File: config.mk
export PLATFORM = sky130hd
export DESIGN_NAME = coproc_alu_arbiter
export DESIGN_NICKNAME = d
export VERILOG_FILES = /design/src/rtl/coproc_pkg.sv /design/src/rtl/alu_datapath.sv /design/src/rtl/coproc_alu_arbiter.sv
export SDC_FILE = /design/constraint.sdc
export NUM_CORES = 1
export LEC_CHECK = 0
export ABC_AREA = 1
export CAP_MARGIN = 20
export CORE_UTILIZATION = 55
export CTS_CLUSTER_DIAMETER = 100
export DETAILED_ROUTE_END_ITERATION = 8
export PLACE_DENSITY_LB_ADDON = 0.2
export SYNTH_ARGS = -nofsm -noshare
export SYNTH_HDL_FRONTEND = slang
export SYNTH_SLANG_ARGS = --single-unit
export TNS_END_PERCENT = 20
File: constraint.sdc
create_clock -name clock -period 6.2 [get_ports clock]
set_input_delay 1.55 -clock clock [delete_from_list [all_inputs] [get_ports clock]]
set_output_delay 1.55 -clock clock [all_outputs]
set_load 0.1 [all_outputs]
File: src/rtl/coproc_pkg.sv
// Shared constants for the coprocessor ALU arbiter: opcodes, FSM states,
// and per-opcode datapath step counts.
package coproc_pkg;

    localparam logic [1:0] OP_ADD   = 2'd0;
    localparam logic [1:0] OP_MUL   = 2'd1;
    localparam logic [1:0] OP_SQADD = 2'd2;
    localparam logic [1:0] OP_POLY  = 2'd3;

    localparam logic [1:0] STEPS_ADD   = 2'd1;
    localparam logic [1:0] STEPS_MUL   = 2'd1;
    localparam logic [1:0] STEPS_SQADD = 2'd2;
    localparam logic [1:0] STEPS_POLY  = 2'd3;

    typedef enum logic [1:0] {
        IDLE = 2'd0,
        EXEC = 2'd1,
        DONE = 2'd2
    } state_e;

    // Number of datapath steps an opcode needs.
    function automatic logic [1:0] op_steps(input logic [1:0] op);
        case (op)
            OP_ADD:   op_steps = STEPS_ADD;
            OP_MUL:   op_steps = STEPS_MUL;
            OP_SQADD: op_steps = STEPS_SQADD;
            default:  op_steps = STEPS_POLY;
        endcase
    endfunction

    // True when the final step of an opcode is a multiply.
    function automatic logic final_is_mul(input logic [1:0] op);
        final_is_mul = (op == OP_MUL) || (op == OP_POLY);
    endfunction

endpackage

File: src/rtl/alu_datapath.sv
// Shared WIDTH-bit adder and multiplier with registered results.
// Each result register only loads when its unit is used in a step, so a
// multi-step op can still read the other unit's earlier result.
module alu_datapath #(
    parameter int WIDTH = 8
) (
    input  logic             clock,
    input  logic             reset_n,
    input  logic             add_en,
    input  logic [WIDTH-1:0] add_a,
    input  logic [WIDTH-1:0] add_b,
    input  logic             mul_en,
    input  logic [WIDTH-1:0] mul_a,
    input  logic [WIDTH-1:0] mul_b,
    output logic [WIDTH-1:0] add_result,
    output logic [WIDTH-1:0] mul_result
);

    logic [WIDTH-1:0] add_q, add_d;
    logic [WIDTH-1:0] mul_q, mul_d;

    // Modulo-2^WIDTH arithmetic; results truncate to WIDTH bits.
    always_comb begin
        add_d = add_q;
        mul_d = mul_q;
        if (add_en) add_d = add_a + add_b;
        if (mul_en) mul_d = mul_a * mul_b;
    end

    // Result registers.
    always_ff @(posedge clock or negedge reset_n) begin
        if (!reset_n) begin
            add_q <= '0;
            mul_q <= '0;
        end else begin
            add_q <= add_d;
            mul_q <= mul_d;
        end
    end

    assign add_result = add_q;
    assign mul_result = mul_q;

endmodule

File: src/rtl/coproc_alu_arbiter.sv
// Round-robin arbiter between two requesters sharing one adder and one
// multiplier. A small FSM sequences multi-step ops through the datapath
// and returns the result tagged with the requester id for one cycle.
module coproc_alu_arbiter
    import coproc_pkg::*;
#(
    parameter int WIDTH = 8
) (
    input  logic             clock,
    input  logic             reset_n,
    input  logic             req0_valid,
    output logic             req0_ready,
    input  logic [1:0]       req0_op,
    input  logic [WIDTH-1:0] req0_a,
    input  logic [WIDTH-1:0] req0_b,
    input  logic             req1_valid,
    output logic             req1_ready,
    input  logic [1:0]       req1_op,
    input  logic [WIDTH-1:0] req1_a,
    input  logic [WIDTH-1:0] req1_b,
    output logic             rsp_valid,
    output logic             rsp_id,
    output logic [WIDTH-1:0] rsp_data,
    output logic             busy
);

    state_e           state_q, state_d;
    logic [1:0]       step_q, step_d;
    logic [1:0]       op_q, op_d;
    logic [WIDTH-1:0] a_q, a_d;
    logic [WIDTH-1:0] b_q, b_d;
    logic             id_q, id_d;
    logic             last_grant_q, last_grant_d;

    logic             accept;
    logic             grant_id;
    logic             last_step;

    logic             add_en, mul_en;
    logic [WIDTH-1:0] add_a, add_b, mul_a, mul_b;
    logic [WIDTH-1:0] add_result, mul_result;

    // Grant selection: a lone requester wins; on contention the one not
    // granted last time wins.
    always_comb begin
        accept   = (state_q == IDLE) && (req0_valid || req1_valid);
        grant_id = 1'b0;
        if (req0_valid && req1_valid) grant_id = ~last_grant_q;
        else if (req1_valid)          grant_id = 1'b1;
    end

    assign req0_ready = accept && !grant_id;
    assign req1_ready = accept &&  grant_id;

    assign last_step = (step_q == 2'(op_steps(op_q) - 2'd1));

    // Operand muxing per step; units not used in a step see zero inputs.
    always_comb begin
        add_en = 1'b0;
        mul_en = 1'b0;
        add_a  = '0;
        add_b  = '0;
        mul_a  = '0;
        mul_b  = '0;
        if (state_q == EXEC) begin
            case (op_q)
                OP_ADD: begin
                    add_en = 1'b1;
                    add_a  = a_q;
                    add_b  = b_q;
                end
                OP_MUL: begin
                    mul_en = 1'b1;
                    mul_a  = a_q;
                    mul_b  = b_q;
                end
                default: begin
                    // SQADD and POLY share the a*a then +b prefix;
                    // POLY squares the sum in a third step.
                    case (step_q)
                        2'd0: begin
                            mul_en = 1'b1;
                            mul_a  = a_q;
                            mul_b  = a_q;
                        end
                        2'd1: begin
                            add_en = 1'b1;
                            add_a  = mul_result;
                            add_b  = b_q;
                        end
                        default: begin
                            mul_en = 1'b1;
                            mul_a  = add_result;
                            mul_b  = add_result;
                        end
                    endcase
                end
            endcase
        end
    end

    // Next-state logic: accept in IDLE, step through EXEC, pulse in DONE.
    always_comb begin
        state_d      = state_q;
        step_d       = step_q;
        op_d         = op_q;
        a_d          = a_q;
        b_d          = b_q;
        id_d         = id_q;
        last_grant_d = last_grant_q;
        case (state_q)
            IDLE: begin
                if (accept) begin
                    state_d      = EXEC;
                    step_d       = 2'd0;
                    id_d         = grant_id;
                    last_grant_d = grant_id;
                    op_d         = grant_id ? req1_op : req0_op;
                    a_d          = grant_id ? req1_a  : req0_a;
                    b_d          = grant_id ? req1_b  : req0_b;
                end
            end
            EXEC: begin
                if (last_step) state_d = DONE;
                else           step_d  = step_q + 2'd1;
            end
            default: state_d = IDLE;
        endcase
    end

    // FSM and latched-request registers.
    always_ff @(posedge clock or negedge reset_n) begin
        if (!reset_n) begin
            state_q      <= IDLE;
            step_q       <= 2'd0;
            op_q         <= 2'd0;
            a_q          <= '0;
            b_q          <= '0;
            id_q         <= 1'b0;
            last_grant_q <= 1'b1;
        end else begin
            state_q      <= state_d;
            step_q       <= step_d;
            op_q         <= op_d;
            a_q          <= a_d;
            b_q          <= b_d;
            id_q         <= id_d;
            last_grant_q <= last_grant_d;
        end
    end

    alu_datapath #(.WIDTH(WIDTH)) u_dp (
        .clock      (clock),
        .reset_n    (reset_n),
        .add_en     (add_en),
        .add_a      (add_a),
        .add_b      (add_b),
        .mul_en     (mul_en),
        .mul_a      (mul_a),
        .mul_b      (mul_b),
        .add_result (add_result),
        .mul_result (mul_result)
    );

    assign busy      = (state_q != IDLE);
    assign rsp_valid = (state_q == DONE);
    assign rsp_id    = rsp_valid ? id_q : 1'b0;
    assign rsp_data  = !rsp_valid        ? '0 :
                       final_is_mul(op_q) ? mul_result : add_result;

endmodule

==> results of run 1 <==
-- sequential cells by signal (all words and copies together) (netlist names) --
signal           cells
id_q                 1
state_q              2
u_dp.add_result      8
a_q                  8
last_grant_q         1
u_dp.mul_result      8
op_q                 2
step_q               2
b_q                  8
-- routing by layer --
metal  GRT usage (%)  wire length [um]  share of wire, %
met1            38.0              4130                43
met3            4.62               555               5.8
met2            55.7              4670                49
met4            11.1               261               2.7
met5               0                 0                 0
-- stage by stage --
stage | worst slack (ns) | utilization, %
final | 0.981 | 69.7
after global routing | 0.387 | 69.7
after CTS | 1.00 | 69.7
after detailed placement | 1.03 | 67.6
after global placement | 1.20 | 67.6
after floorplan | 0.339 | -
-- report_power, final --
| part | leakage, nW | total [W] | internal [W] | switching, W |
|---|---|---|---|---|
| Sequential | 0.510 | 0.000513 | 0.000371 | 0.000142 |
| Combinational | 1.51 | 0.00115 | 0.000345 | 0.000809 |
| Clock | 0.0642 | 0.000254 | 0.000159 | 0.0000953 |
| Total | 2.08 | 0.00192 | 0.000874 | 0.00105 |
-- logic make-up after synthesis --
family / after synthesis
adder cells (fa/ha/maj): 38
buffers and inverters: 81
flip-flops: 40
AO/OA/AOI/OAI: 71
AND/OR/NAND/NOR: 275
XOR/XNOR: 9
-- layout make-up --
| type | count | area, um2 |
|---|---|---|
| tap | 75 | 93.8 |
| timing repair buffer | 55 | 546 |
| clock inverter | 2 | 60.1 |
| fill | 519 | 1840 |
| sequential | 40 | 1000 |
| inverter | 68 | 258 |
| multi-input combinational | 393 | 2220 |
| clock buffer | 5 | 68.8 |
-- synth_stat cells --
| cell type | count | area share [%] |
|---|---|---|
| nor3_1 | 2 | 0.28 |
| clkbuf_1 | 7 | 0.74 |
| inv_4 | 1 | 0.18 |
| dfstp_2 | 1 | 0.74 |
| nor2_1 | 64 | 6.8 |
| o21bai_1 | 1 | 0.21 |
| nor3_2 | 2 | 0.56 |
| nand3_2 | 1 | 0.28 |
| or2_2 | 2 | 0.35 |
| ha_1 | 25 | 8.8 |
| xnor2_1 | 2 | 0.49 |
| inv_2 | 3 | 0.32 |
| nand2_1 | 163 | 17 |
| nand4_1 | 3 | 0.53 |
| inv_1 | 63 | 6.6 |
| nor2_2 | 4 | 0.70 |
| nor2_8 | 1 | 0.56 |
| buf_2 | 2 | 0.28 |
| buf_6 | 2 | 0.63 |
| buf_4 | 2 | 0.42 |
| clkinv_1 | 1 | 0.11 |
| nand2_2 | 6 | 1.1 |
| dfrtp_1 | 39 | 27 |
| o211ai_2 | 1 | 0.35 |
| nand3_1 | 23 | 3.2 |
| a21oi_2 | 2 | 0.49 |
| o21ai_0 | 26 | 3.7 |
| a31oi_1 | 3 | 0.53 |
| o211ai_1 | 12 | 2.5 |
| nand3b_1 | 1 | 0.21 |
| xor2_1 | 7 | 1.7 |
| a21oi_1 | 25 | 3.5 |
| nor2_4 | 3 | 0.95 |
| a211oi_1 | 1 | 0.21 |
| fa_1 | 13 | 7.3 |
-- worst max-delay path: cells and delay by family, from the launching register on --
kind	cells	cell delay, ns
AOI/OAI and AO/OA	5	1.04
DFF	1	0.42
adders and majority gates	6	2.53
buffers and inverters	4	0.25
and+or+nand+nor	11	0.88
-- worst max-delay path by stage --
| stage | start | to | cells past startpoint |
|---|---|---|---|
| 2_1_floorplan | state_q[0] | rsp_data[2] | 3 |
| 3_3_place_gp | step_q[0] | u_dp.mul_result[7] | 26 |
| 3_5_place_dp | step_q[0] | u_dp.mul_result[7] | 26 |
| 4_1_cts | step_q[0] | u_dp.mul_result[7] | 26 |
| 5_1_grt | step_q[0] | u_dp.mul_result[7] | 27 |
| 6_report | step_q[0] | u_dp.mul_result[7] | 26 |
==> summary.md, run 1 <==
| Metric | Value |
|---|---|
| Worst r2r path cells | 26 |
| Post-synthesis mux area share | 0% |
| Initial drt markers | about 230 |
| Tcrit/Tclk final | a little over four fifths |
| Post-route setup TNS | 0 ns |
| Cts repair resizes | 0 |
| Yosys cell types | 35 |
| Pin count of the biggest net entering global routing | 41 |
| Core box area | just over 6000 um2 |
| Final instance area | ~4300 um2 |
| Post-Synthesis Net Count | 592 |
| Vias in the first global route | roughly 3300 |
| Final HPWL DP | roughly 8000 um |
| Clock Path Buffers | 2 |
| R2r endpoint | u_dp.mul_result[7] |
| CP max-delay cell | fa_1 |
| CTS tree | done |
| Data arrival, critical path | 5.40 ns |
| Pwr per Cell Area | about 450 nW/um2 |
| Cell count after placement | between 600 and 700 |
| WL per Instance | approximately 15 um |
| Number of remaining DRC errors | 0 |
| Share of layout cells above drive strength 1 | around 7.1% |
| Initial antenna violation count | 0 |
| Worst min path class | flip-flop to flip-flop |
| Post-CTS Setup Repair Bufs | 0 |
| N_diodes | 0 |
| H-tree depth | 2 |
| Row count | 28 |
| CTS Sinks | 40 |
| Placement Cell Area | 4120 um2 |
| Boundary pin count | between 50 and 60 |
| Clock transition at the registers of the reported paths | 0.08 ns |
| Final hold vios | 0 |
| Setup violators final | 0 |
| Simple-Gate Fraction of Synth Area | 32.7% |
| 1st-pass router iterations | 5 |
| Area Overhead vs Synth | 19.5% |
| CTS Buf Count | 5 |
| Crit Path Category | flip-flop to flip-flop |
| Outcome | finished clean |
| Synth Instances | ~510 |
| Final Slew Violations | 0 |
| Die width | between 80 and 90 um |
| Unrepaired setup endpoints after global routing | no |
| Vias per cell | around 5.5 |
| Highest clock rate | about 0.19 GHz |
| Skew final | 0.00916 ns |
| Most frequent CP cell | nand2_1 |
| Post-Syn Area per Cell | between 6 and 7 um2 |
| Worst-path maximum fanout | 9 |
| Worst skew pair latency | 0.30 ns |
| Startpoint types | flip-flop |
| Total global routing overflow | 0 |
| Die area | between 6000 and 7000 um2 |
| Crit end category | flip-flop |
| CTS Hold Bufs | 0 |
| Root Driver | clkbuf_8 |
| Global-route usage over all layers | 31.2% |
| Initial Util | approximately three fifths |
| Largest family of logic cells by synthesized area | simple AND/OR/NAND/NOR gates |
| Final GP Congestion | 0.948 |
| Antenna Nets Post-Route | 0 |
| Max-cap violations | 0 |
| YS warnings | 0 |
| End of the worst hold path | last_grant_q |
| Worst path max stage delay | ~0.54 ns |
| Via count | between 3000 and 4000 |
| Fin crit period | between 5 and 6 ns |
| Rel. slew slack | about a third |
| Fin Hold WS | 0.491 ns |
| Reg-to-Reg Start | step_q[0] |
| Flops & latches, synth | 40 |
| Total power | between 0.0015 and 0.002 W |
| Worst vdd ir | approximately 450 uV |
| First-pass GRT wire length | 15500 um |
| Most frequent cells in the layout | 163 x nand2_1, 64 x nor2_1, 63 x inv_1 |
| Die Y | roughly 80 um |
| Number of port buffers | between 50 and 60 |
| Most common cell after layout, fill and taps aside | nand2_1 |
| Pin slew with the least headroom to its limit | around 1 ns |
| Hold_sp | last_grant_q |
| Hold-critical path depth | 2 |
| Crit path required time | between 6 and 7 ns |
| Flop-to-flop setup slack | slightly below 1 ns |
| Synth Area in XOR/XNOR | 2.22% |
| Final #Nets | 641 |
| Sequential area share after synthesis | between 20% and 30% |
| Post-synthesis adder-cell area fraction | between 15 and 20% |
| P_leak | between 2 and 2.5 nW |
| Syn Std Cell Area | between 3000 and 4000 um2 |
| Compound-gate portion of the synthesized area | 11.5% |
| Fin cells | between 600 and 700 |
| DRT Wirelength | 9620 um |
Power figures use the tool's default switching activity.
==> run 2, diff against run 1 <==
Settings changed: CORE_UTILIZATION 55 to 50.
Clock period 6.2 ns to 4.7 ns, I/O delays scaled along.
==> summary.md, run 2 (synthesis results as in run 1) <==
| Metric | Value |
|---|---|
| Outcome | finished clean |
| Clock power share | between 8 and 9% |
| CP Launch Point | step_q[0] |
| P_int | around 0.0013 W |
| Initial drt markers | 240 |
| CTS tree | done |
| Data arrival, critical path | 4.77 ns |
| Total global routing overflow | 0 |
| Post-route setup TNS | 0 ns |
| CTS Buf Count | 5 |
| Final HPWL DP | 8310 um |
| DP Worst Slack | -0.210 ns |
| Vias in the first global route | ~3800 |
| Reg-to-Reg Start | step_q[0] |
| Cell count after placement | about 680 |
| Final instance area | between 4000 and 5000 um2 |
| Multi-input gate area | 2380 um2 |
| Worst vdd ir | 407 uV |
| Worst min path class | flip-flop to flip-flop |
| N_diodes | 0 |
| R2r endpoint | u_dp.mul_result[7] |
| CTS Sinks | 40 |
| Placement Cell Area | about 4400 um2 |
| Most frequent cells in the layout | 157 x nand2_1, 61 x nor2_1, 56 x inv_1 |
| Worst r2r path cells | 27 |
| Die Y | between 80 and 90 um |
| Initial antenna violation count | 0 |
| Pin count of the biggest net entering global routing | 41 |
| Clock Path Buffers | 2 |
| Core box area | slightly below 7000 um2 |
| P_leak | approximately 2.2 nW |
| WL per Instance | 15.3 um |
| Worst-path maximum fanout | 7 |
| First-pass GRT wire length | ~17000 um |
| Row count | 30 |
| Die width | around 86 um |
| Root Driver | clkbuf_8 |
| Most common cell after layout, fill and taps aside | nand2_1 |
| 1st-pass router iterations | 5 |
| H-tree depth | 2 |
| # fillers | a little under 600 |
| Fin crit period | 4.57 ns |
| Die area | about 7500 um2 |
| Antenna Nets Post-Route | 0 |
| Crit path required time | approximately 4.9 ns |
| Startpoint types | flip-flop |
| Vias per cell | 5.35 |
| Crit end category | flip-flop |
| Fin Hold WS | ~0.48 ns |
| Share of layout cells above drive strength 1 | between 20% and 30% |
| Pin slew with the least headroom to its limit | between 0.9 and 1 ns |
| Highest clock rate | about 0.22 GHz |
| Worst skew pair latency | roughly 0.30 ns |
| Final hold vios | 0 |
| Setup violators final | 0 |
| Clock transition at the registers of the reported paths | 0.09 ns |
| Pwr per Cell Area | about 600 nW/um2 |
| Total net switching power | approximately 0.0015 W |
| Via count | about 3700 |
| Number of remaining DRC errors | 0 |
| Sw Ratio | a little over half |
| Sequential share of power | a little under a quarter |
| Skew final | between 0.005 and 0.006 ns |
| Unrepaired setup endpoints after global routing | yes |
| Combinational share of power | between 60 and 70% |
| Setup slack after layout | approximately 0.13 ns |
| Number of port buffers | 52 |
| Max-cap violations | 0 |
| Global-route usage over all layers | 30.2% |
| Crit Path Category | flip-flop to flip-flop |
| Tcrit/Tclk final | between 90% and 100% |
| Rel. slew slack | 34.9% |
| Final GP Congestion | 0.972 |
| Initial Util | roughly 52% |
| Critical path endpoint | u_dp.mul_result[7] |
| Fin cells | 696 |
| CTS Hold Bufs | 0 |
| Boundary pin count | 53 |
| Area Overhead vs Synth | 31.1% |
| DRT Wirelength | between 10000 and 15000 um |
| Flip-flop and latch area | 1000 um2 |
| Final Slew Violations | 0 |
| Flop-to-flop setup slack | ~0.13 ns |
| Final #Nets | about 680 |
==> run 2: changes by cell type in the layout (fill, tap and decap cells not counted), sizes merged <==
cell and delta:
buf +44, clkdlybuf4s50 -8, bufinv -2, clkbuf +1, clkinv +1, clkinvlp +1
==> run 2: worst min path at each step <==
stage,cells after the start,endpoint,from,slack (ns)
global route,2,last_grant_q,last_grant_q,0.49
finish,2,last_grant_q,last_grant_q,0.48
detailed placement,2,last_grant_q,last_grant_q,0.47
floorplan,2,last_grant_q,last_grant_q,0.45
CTS,2,last_grant_q,last_grant_q,0.48
global placement,2,last_grant_q,last_grant_q,0.46
==> run 2: layout make-up <==
class / count / area share, %
clock buffer: 6 / 1.56
clock inverter: 2 / 0.349
inverter: 68 / 5.53
multi-input combinational: 393 / 51.1
sequential: 40 / 21.5
tap: 96 / 2.58
timing repair buffer: 91 / 17.4
==> run 2: per-layer routing <==
| metal | GRT usage [%] | share of wire, % | vias to the layer above |
|---|---|---|---|
| met2 | 54.3 | 50 | 159 |
| li1 | - | - | 1795 |
| met5 | 0 | 0 | - |
| met4 | 16.4 | 5.3 | 0 |
| met3 | 4.10 | 5.3 | 50 |
| met1 | 34.8 | 40 | 1717 |
==> run 2: stage by stage <==
stage               utilization (%)  total power [W]
global placement               64.0          0.00234
finish                         68.3          0.00281
CTS                            66.2          0.00268
detailed placement             64.0          0.00238
floorplan                         -          0.00178
global route                   68.3          0.00302
==> run 2: critical path, stage by stage (launching register included) <==
cell,delay (ns)
dfrtp_1,0.43
inv_2,0.08
ha_4,0.19
nor2_4,0.19
buf_4,0.16
buf_4,0.11
nand2_1,0.08
nand2_1,0.07
o211ai_1,0.17
nor2_2,0.18
ha_1,0.29
ha_4,0.26
fa_1,0.53
inv_1,0.05
fa_1,0.50
inv_2,0.05
ha_4,0.24
a21oi_2,0.15
o21bai_1,0.13
nand2_1,0.11
inv_1,0.08
nand2_2,0.06
nand2_1,0.06
nand2_1,0.07
nand2_1,0.06
nand2_1,0.06
nand3_2,0.06
nand2_2,0.05
==> run 2: power groups by stage <==
stage	clock, W	sequential (W)	combinational (W)
after global routing	0.000259	0.000661	0.00210
after global placement	0	0.000634	0.00171
after CTS	0.000248	0.000637	0.00179
after detailed placement	0	0.000638	0.00174
after floorplan	0	0.000572	0.00121
final	0.000243	0.000647	0.00192
==> run 2: repair_timing <==
item                                    4_1_cts  5_1_grt
buffers inserted                              3        3
gates resized for setup                      11       34
pin swaps                                     3       18
endpoints found under the setup margin        1        1
==> run 3, diff against run 2 <==
Settings changed: SLEW_MARGIN from default to 20.
==> results of run 3 <==
No change in the layout: final DEF, timing and power equal those of run 2.
